File: config.mk
export PLATFORM = sky130hd
export DESIGN_NAME = filter_cpipe_param_flat
export DESIGN_NICKNAME = d
export VERILOG_FILES = /design/src/rtl/filter_cpipe_param_if.sv /design/src/rtl/filter_cpipe_param.sv /design/src/flat_wrapper.sv
export SDC_FILE = /design/constraint.sdc
export NUM_CORES = 1
export LEC_CHECK = 0
export ABC_AREA = 1
export ABC_CLOCK_PERIOD_IN_PS = 2400
export CAP_MARGIN = 25
export CORE_AREA = 10 10 47 49
export DETAILED_ROUTE_END_ITERATION = 7
export DIE_AREA = 0 0 57 59
export GPL_TIMING_DRIVEN = 0
export PLACE_DENSITY = 0.69
export SLEW_MARGIN = 10
export SYNTH_ARGS = -nofsm -noshare
export SYNTH_HDL_FRONTEND = slang
export SYNTH_SLANG_ARGS = --single-unit
File: constraint.sdc
create_clock -name clk -period 2.4 [get_ports clk]
set_input_delay 0.24 -clock clk [delete_from_list [all_inputs] [get_ports clk]]
set_output_delay 0.24 -clock clk [all_outputs]
set_load 0.03 [all_outputs]
File: src/rtl/filter_cpipe_param_if.sv
// Sensor-filter bus: per-channel arm/sensor inputs and actuator/settled outputs.
// Glitch-counter signals exist only when FILTER_GLITCH_CNT_EN is defined.
interface filter_cpipe_param_if #(
    parameter int CHANNELS = 1,
    parameter int GLITCH_W = 8
);
    logic [CHANNELS-1:0] start;
    logic [CHANNELS-1:0] sensor;
    logic [CHANNELS-1:0] actuator;
    logic [CHANNELS-1:0] settled;
`ifdef FILTER_GLITCH_CNT_EN
    logic                               glitch_clr;
    logic [CHANNELS-1:0][GLITCH_W-1:0]  glitch_cnt;

    modport master (output start, sensor, glitch_clr, input actuator, settled, glitch_cnt);
    modport slave  (input start, sensor, glitch_clr, output actuator, settled, glitch_cnt);
`else
    modport master (output start, sensor, input actuator, settled);
    modport slave  (input start, sensor, output actuator, settled);
`endif
endinterface

File: src/rtl/filter_cpipe_param.sv
// Clocked multi-stage C-element sensor filter with per-stage hold counters.
// Optional per-channel glitch (abort) counters under FILTER_GLITCH_CNT_EN.
module filter_cpipe_chan #(
    parameter int STAGES = 3,
    parameter int HOLD   = 5
) (
    input  logic clk,
    input  logic rst_n,
    input  logic start,
    input  logic sensor,
    output logic actuator,
`ifdef FILTER_GLITCH_CNT_EN
    output logic abort,
`endif
    output logic settled
);
    localparam int CW = $clog2(HOLD + 1);

    logic [STAGES:1]         q;
    logic [STAGES-1:0]       q_in;
    logic [STAGES:1]         cond;
    logic [STAGES:1]         abrt;
    logic [STAGES:1][CW-1:0] cnt;

    always_comb begin
        q_in    = '0;
        q_in[0] = start;
        for (int i = 1; i < STAGES; i++) q_in[i] = q[i];
    end

    // Set needs both inputs high, clear needs both low; disagreement holds.
    always_comb begin
        cond = '0;
        abrt = '0;
        for (int i = 1; i <= STAGES; i++) begin
            cond[i] = (q_in[i-1] & sensor & ~q[i]) | (~q_in[i-1] & ~sensor & q[i]);
            abrt[i] = ~cond[i] & (cnt[i] != '0);
        end
    end

    always_ff @(posedge clk or negedge rst_n) begin
        if (!rst_n) begin
            q   <= '0;
            cnt <= '0;
        end else begin
            for (int i = 1; i <= STAGES; i++) begin
                if (cond[i]) begin
                    if (cnt[i] == CW'(HOLD - 1)) begin
                        q[i]   <= ~q[i];
                        cnt[i] <= '0;
                    end else begin
                        cnt[i] <= cnt[i] + CW'(1);
                    end
                end else begin
                    cnt[i] <= '0;
                end
            end
        end
    end

    assign actuator = q[STAGES];
    assign settled  = (q == {STAGES{q[STAGES]}}) && (cnt == '0);
`ifdef FILTER_GLITCH_CNT_EN
    assign abort    = |abrt;
`endif
endmodule

module filter_cpipe_param #(
    parameter int CHANNELS = 1,
    parameter int STAGES   = 3,
    parameter int HOLD     = 5,
    parameter int GLITCH_W = 8
) (
    input logic clk,
    input logic rst_n,
    filter_cpipe_param_if.slave bus
);
    logic [CHANNELS-1:0] act;
    logic [CHANNELS-1:0] stl;
`ifdef FILTER_GLITCH_CNT_EN
    logic [CHANNELS-1:0]               abort;
    logic [CHANNELS-1:0][GLITCH_W-1:0] gcnt;
`endif

    for (genvar c = 0; c < CHANNELS; c++) begin : g_ch
        filter_cpipe_chan #(.STAGES(STAGES), .HOLD(HOLD)) u_chan (
            .clk      (clk),
            .rst_n    (rst_n),
            .start    (bus.start[c]),
            .sensor   (bus.sensor[c]),
            .actuator (act[c]),
`ifdef FILTER_GLITCH_CNT_EN
            .abort    (abort[c]),
`endif
            .settled  (stl[c])
        );

`ifdef FILTER_GLITCH_CNT_EN
        // Clear beats a same-edge abort; count saturates instead of wrapping.
        always_ff @(posedge clk or negedge rst_n) begin
            if (!rst_n)
                gcnt[c] <= '0;
            else if (bus.glitch_clr)
                gcnt[c] <= '0;
            else if (abort[c] && (gcnt[c] != {GLITCH_W{1'b1}}))
                gcnt[c] <= gcnt[c] + GLITCH_W'(1);
        end
`endif
    end

    assign bus.actuator = act;
    assign bus.settled  = stl;
`ifdef FILTER_GLITCH_CNT_EN
    assign bus.glitch_cnt = gcnt;
`endif
endmodule

File: src/flat_wrapper.sv
// flat-port wrapper written by rule: the top's interface ports become plain ports
module filter_cpipe_param_flat 
#(
    parameter int CHANNELS = 1,
    parameter int STAGES   = 3,
    parameter int HOLD     = 5,
    parameter int GLITCH_W = 8
)
  (clk, rst_n, bus_start, bus_sensor, bus_actuator, bus_settled);
  filter_cpipe_param_if #(.CHANNELS(CHANNELS), .GLITCH_W(GLITCH_W)) bus_i ();
  input logic clk;
  input logic rst_n;
  input wire logic [$bits(bus_i.start)-1:0] bus_start;
  input wire logic [$bits(bus_i.sensor)-1:0] bus_sensor;
  output wire logic [$bits(bus_i.actuator)-1:0] bus_actuator;
  output wire logic [$bits(bus_i.settled)-1:0] bus_settled;
  assign bus_i.start = bus_start;
  assign bus_i.sensor = bus_sensor;
  assign bus_actuator = bus_i.actuator;
  assign bus_settled = bus_i.settled;
  filter_cpipe_param #(.CHANNELS(CHANNELS), .STAGES(STAGES), .HOLD(HOLD), .GLITCH_W(GLITCH_W)) u_core (.clk(clk), .rst_n(rst_n), .bus(bus_i));
endmodule
==> results.sh <==
export IMPL_grt_overflow=0
export IMPL_fillCellCount=147
export IMPL_syn_area_um2=641
export IMPL_gp_congestion=0.753
export IMPL_hold_viol_final=0
export IMPL_clock_latency_ns=0.27
export IMPL_worst_pin_slew_ns=0.533
export IMPL_critPathKind="flop to output port"
export IMPL_ys_top_cells_by_area="dfrtp_1, ha_1, nand2_1"
export IMPL_ctsRootBufferMaster="clkbuf_4"
export IMPL_grt_start_max_net_pins=13
export IMPL_regToRegSetupSlack_ns=1.30
export IMPL_fmax_ghz=0.459
export IMPL_drt_vias_per_instance=4.76
export IMPL_grt_pass1_wl_um=2060
export IMPL_syn_num_nets=86
export IMPL_drt_iter0_markers=6
export IMPL_finalSetupTns_ns=0
export IMPL_diodes=0
export IMPL_drv_cap=0
export IMPL_min_path_type="input port to asynchronous set/reset pin"
export IMPL_cts_buffers=3
export IMPL_ctsResizeCount=0
export IMPL_fin_crit_ns=2.18
export IMPL_drc_errors=0
export IMPL_ys_types=15
export IMPL_synth_seq_cells=12
export IMPL_h_tree_depth=1
export IMPL_antenna_found_initial=0
export IMPL_whs_ns=0.314
export IMPL_start_util_pct=45.7
export IMPL_report_final_slew_viol_count=0
export IMPL_status="finished, final reports clean"
export IMPL_fp_dieW_um=57
export IMPL_design_core_area_um2=1400
export IMPL_dieArea_um2=3360
export IMPL_synth_top_area_cell="dfrtp_1"
export IMPL_wl_um=1120
export IMPL_cts_tree="done"
export IMPL_r2r_start="u_core.g_ch[0].u_chan.cnt[3]"
export IMPL_ir_drop_mv=0.295
export IMPL_dr_pass1_iters=2
export IMPL_final_layout_size_suffix_gt1_share_pct=9.41
export IMPL_timing_rr_end="u_core.g_ch[0].u_chan.q[2]"
export IMPL_clk_pin_slew_worst_paths_ns=0.08
export IMPL_required_ns=2.16
export IMPL_setup_viol=0
export IMPL_crit_path_start="u_core.g_ch[0].u_chan.cnt[6]"
export IMPL_crit_path_end_kind="output port"
export IMPL_detail_route_antenna_nets=0
export IMPL_grt_pass1_vias=491
export IMPL_synthCells=76
export IMPL_rsz0062_at_grt="false"
export IMPL_via_count=481
export IMPL_dpl_instance_area_um2=711
export IMPL_area_growth_pct=16.6
export IMPL_fin_crit_sh_pct=90.7
export IMPL_skew_ns=0.00463
export IMPL_start_kind="flop"
export IMPL_power_density_nw_per_um2=531
export IMPL_clock_sinks=12
export IMPL_post_cts_buffers=0
export IMPL_synth_top_cell_area_share_pct=46.9
export IMPL_grt_util_all_layers_pct=7.67
export IMPL_pin_count=6
export IMPL_nNetsFinal=96
export IMPL_wire_per_inst_um=11.1
export IMPL_rr_worst_depth=5
export IMPL_die_y_um=59
export IMPL_p_leak_nw=0.372
export IMPL_stdcell_area_um2=747
export IMPL_crit_arrival_ns=1.94
export IMPL_yosysWarnings=0
export IMPL_synth_avg_cell_area_um2=8.43
export IMPL_dp_hpwl_um=902
export IMPL_cts_hold_buf=0
export IMPL_relSlewSlack_pct=64.4
export IMPL_cts_max_path_buffers=2
export IMPL_row_count=14
export IMPL_portBuffers=5
export IMPL_ys_seq_area_share_pct=46.9
export IMPL_path_max_fanout=3
layer usage:
metal  part of all wire [%]  track usage, %  routed length (um)  up-vias
met1                     45            7.90                 504      217
li1                       -               -                   -      256
met3                    6.0            4.29                  67        2
met4                    1.6            4.03                  18        0
met5                      0               0                   0        -
met2                     47            12.2                 530        6
sequential cells by signal (all words and copies together), names as in the netlist:
signal,flops
u_core.g_ch.u_chan.q,3
u_core.g_ch.u_chan.cnt,9
synthesized netlist by cell type, drive strengths merged:
| cell type | n |
|---|---|
| o211ai | 1 |
| inv | 12 |
| and2 | 2 |
| ha | 6 |
| dfrtp | 12 |
| nor3 | 2 |
| xnor2 | 3 |
| nand2 | 17 |
| nand3 | 6 |
| nor2 | 11 |
| o21ai | 4 |
logic make-up after synthesis:
group           after synthesis  synth area share [%]
simple gates                 38                  25.4
xor+xnor                      3                  4.10
compound gates                5                  4.88
buf+inv                      12                  7.03
flops                        12                  46.9
fa+ha+maj                     6                  11.7
worst max-delay path: stages (launching register included):
cell and delay, ns:
dfrtp_1 0.40, inv_1 0.06, ha_1 0.18, nand2_1 0.06
nor3_1 0.12, nand2_1 0.07, nor2_1 0.09, clkdlybuf4s50_1 0.68
final cells by class:
cell class              count  area, um^2  area share, %
clock buffers               4        36.3           4.86
multi-input cells          52         295           39.5
well taps                  16        20.0           2.68
repair buffers              5        50.0           6.70
flip-flops and latches     12         300           40.2
inverters                  12        45.0           6.03
report_power, final:
| part | total [mW] | switching [mW] | internal, mW |
|---|---|---|---|
| combinational | 0.0317 | 0.0187 | 0.0130 |
| clock | 0.157 | 0.0650 | 0.0921 |
| sequential | 0.208 | 0.00293 | 0.205 |
worst max-delay path by stage:
stage                        endpoint  slack (ns)  cells after the start
after floorplan           bus_settled        0.93                      6
after global placement    bus_settled        0.50                      7
after detailed placement  bus_settled        0.49                      7
after CTS                 bus_settled        0.18                      7
after global routing      bus_settled        0.09                      7
final                     bus_settled        0.22                      7
per-stage QoR:
stage | power [mW] | std cells | utilization (%) | setup slack, ns
after floorplan | 0.229 | 76 | - | 0.935
after global placement | 0.243 | 97 | 50.7 | 0.505
after detailed placement | 0.245 | 97 | 50.7 | 0.485
after CTS | 0.407 | 101 | 53.3 | 0.177
after global routing | 0.420 | 101 | 53.3 | 0.0891
final | 0.397 | 101 | 53.3 | 0.224
placed cells by master, fill, tap and decap left out, drive strengths merged:
cell,synthesis,routed
nor3,2,2
and2,2,2
nand3,6,6
dfrtp,12,12
clkdlybuf4s50,0,5
inv,12,12
ha,6,6
xnor2,3,3
o211ai,1,1
o21ai,4,4
clkbuf,0,4
nand2,17,17
nor2,11,11
No activity file was read; power rests on OpenSTA's default activity.
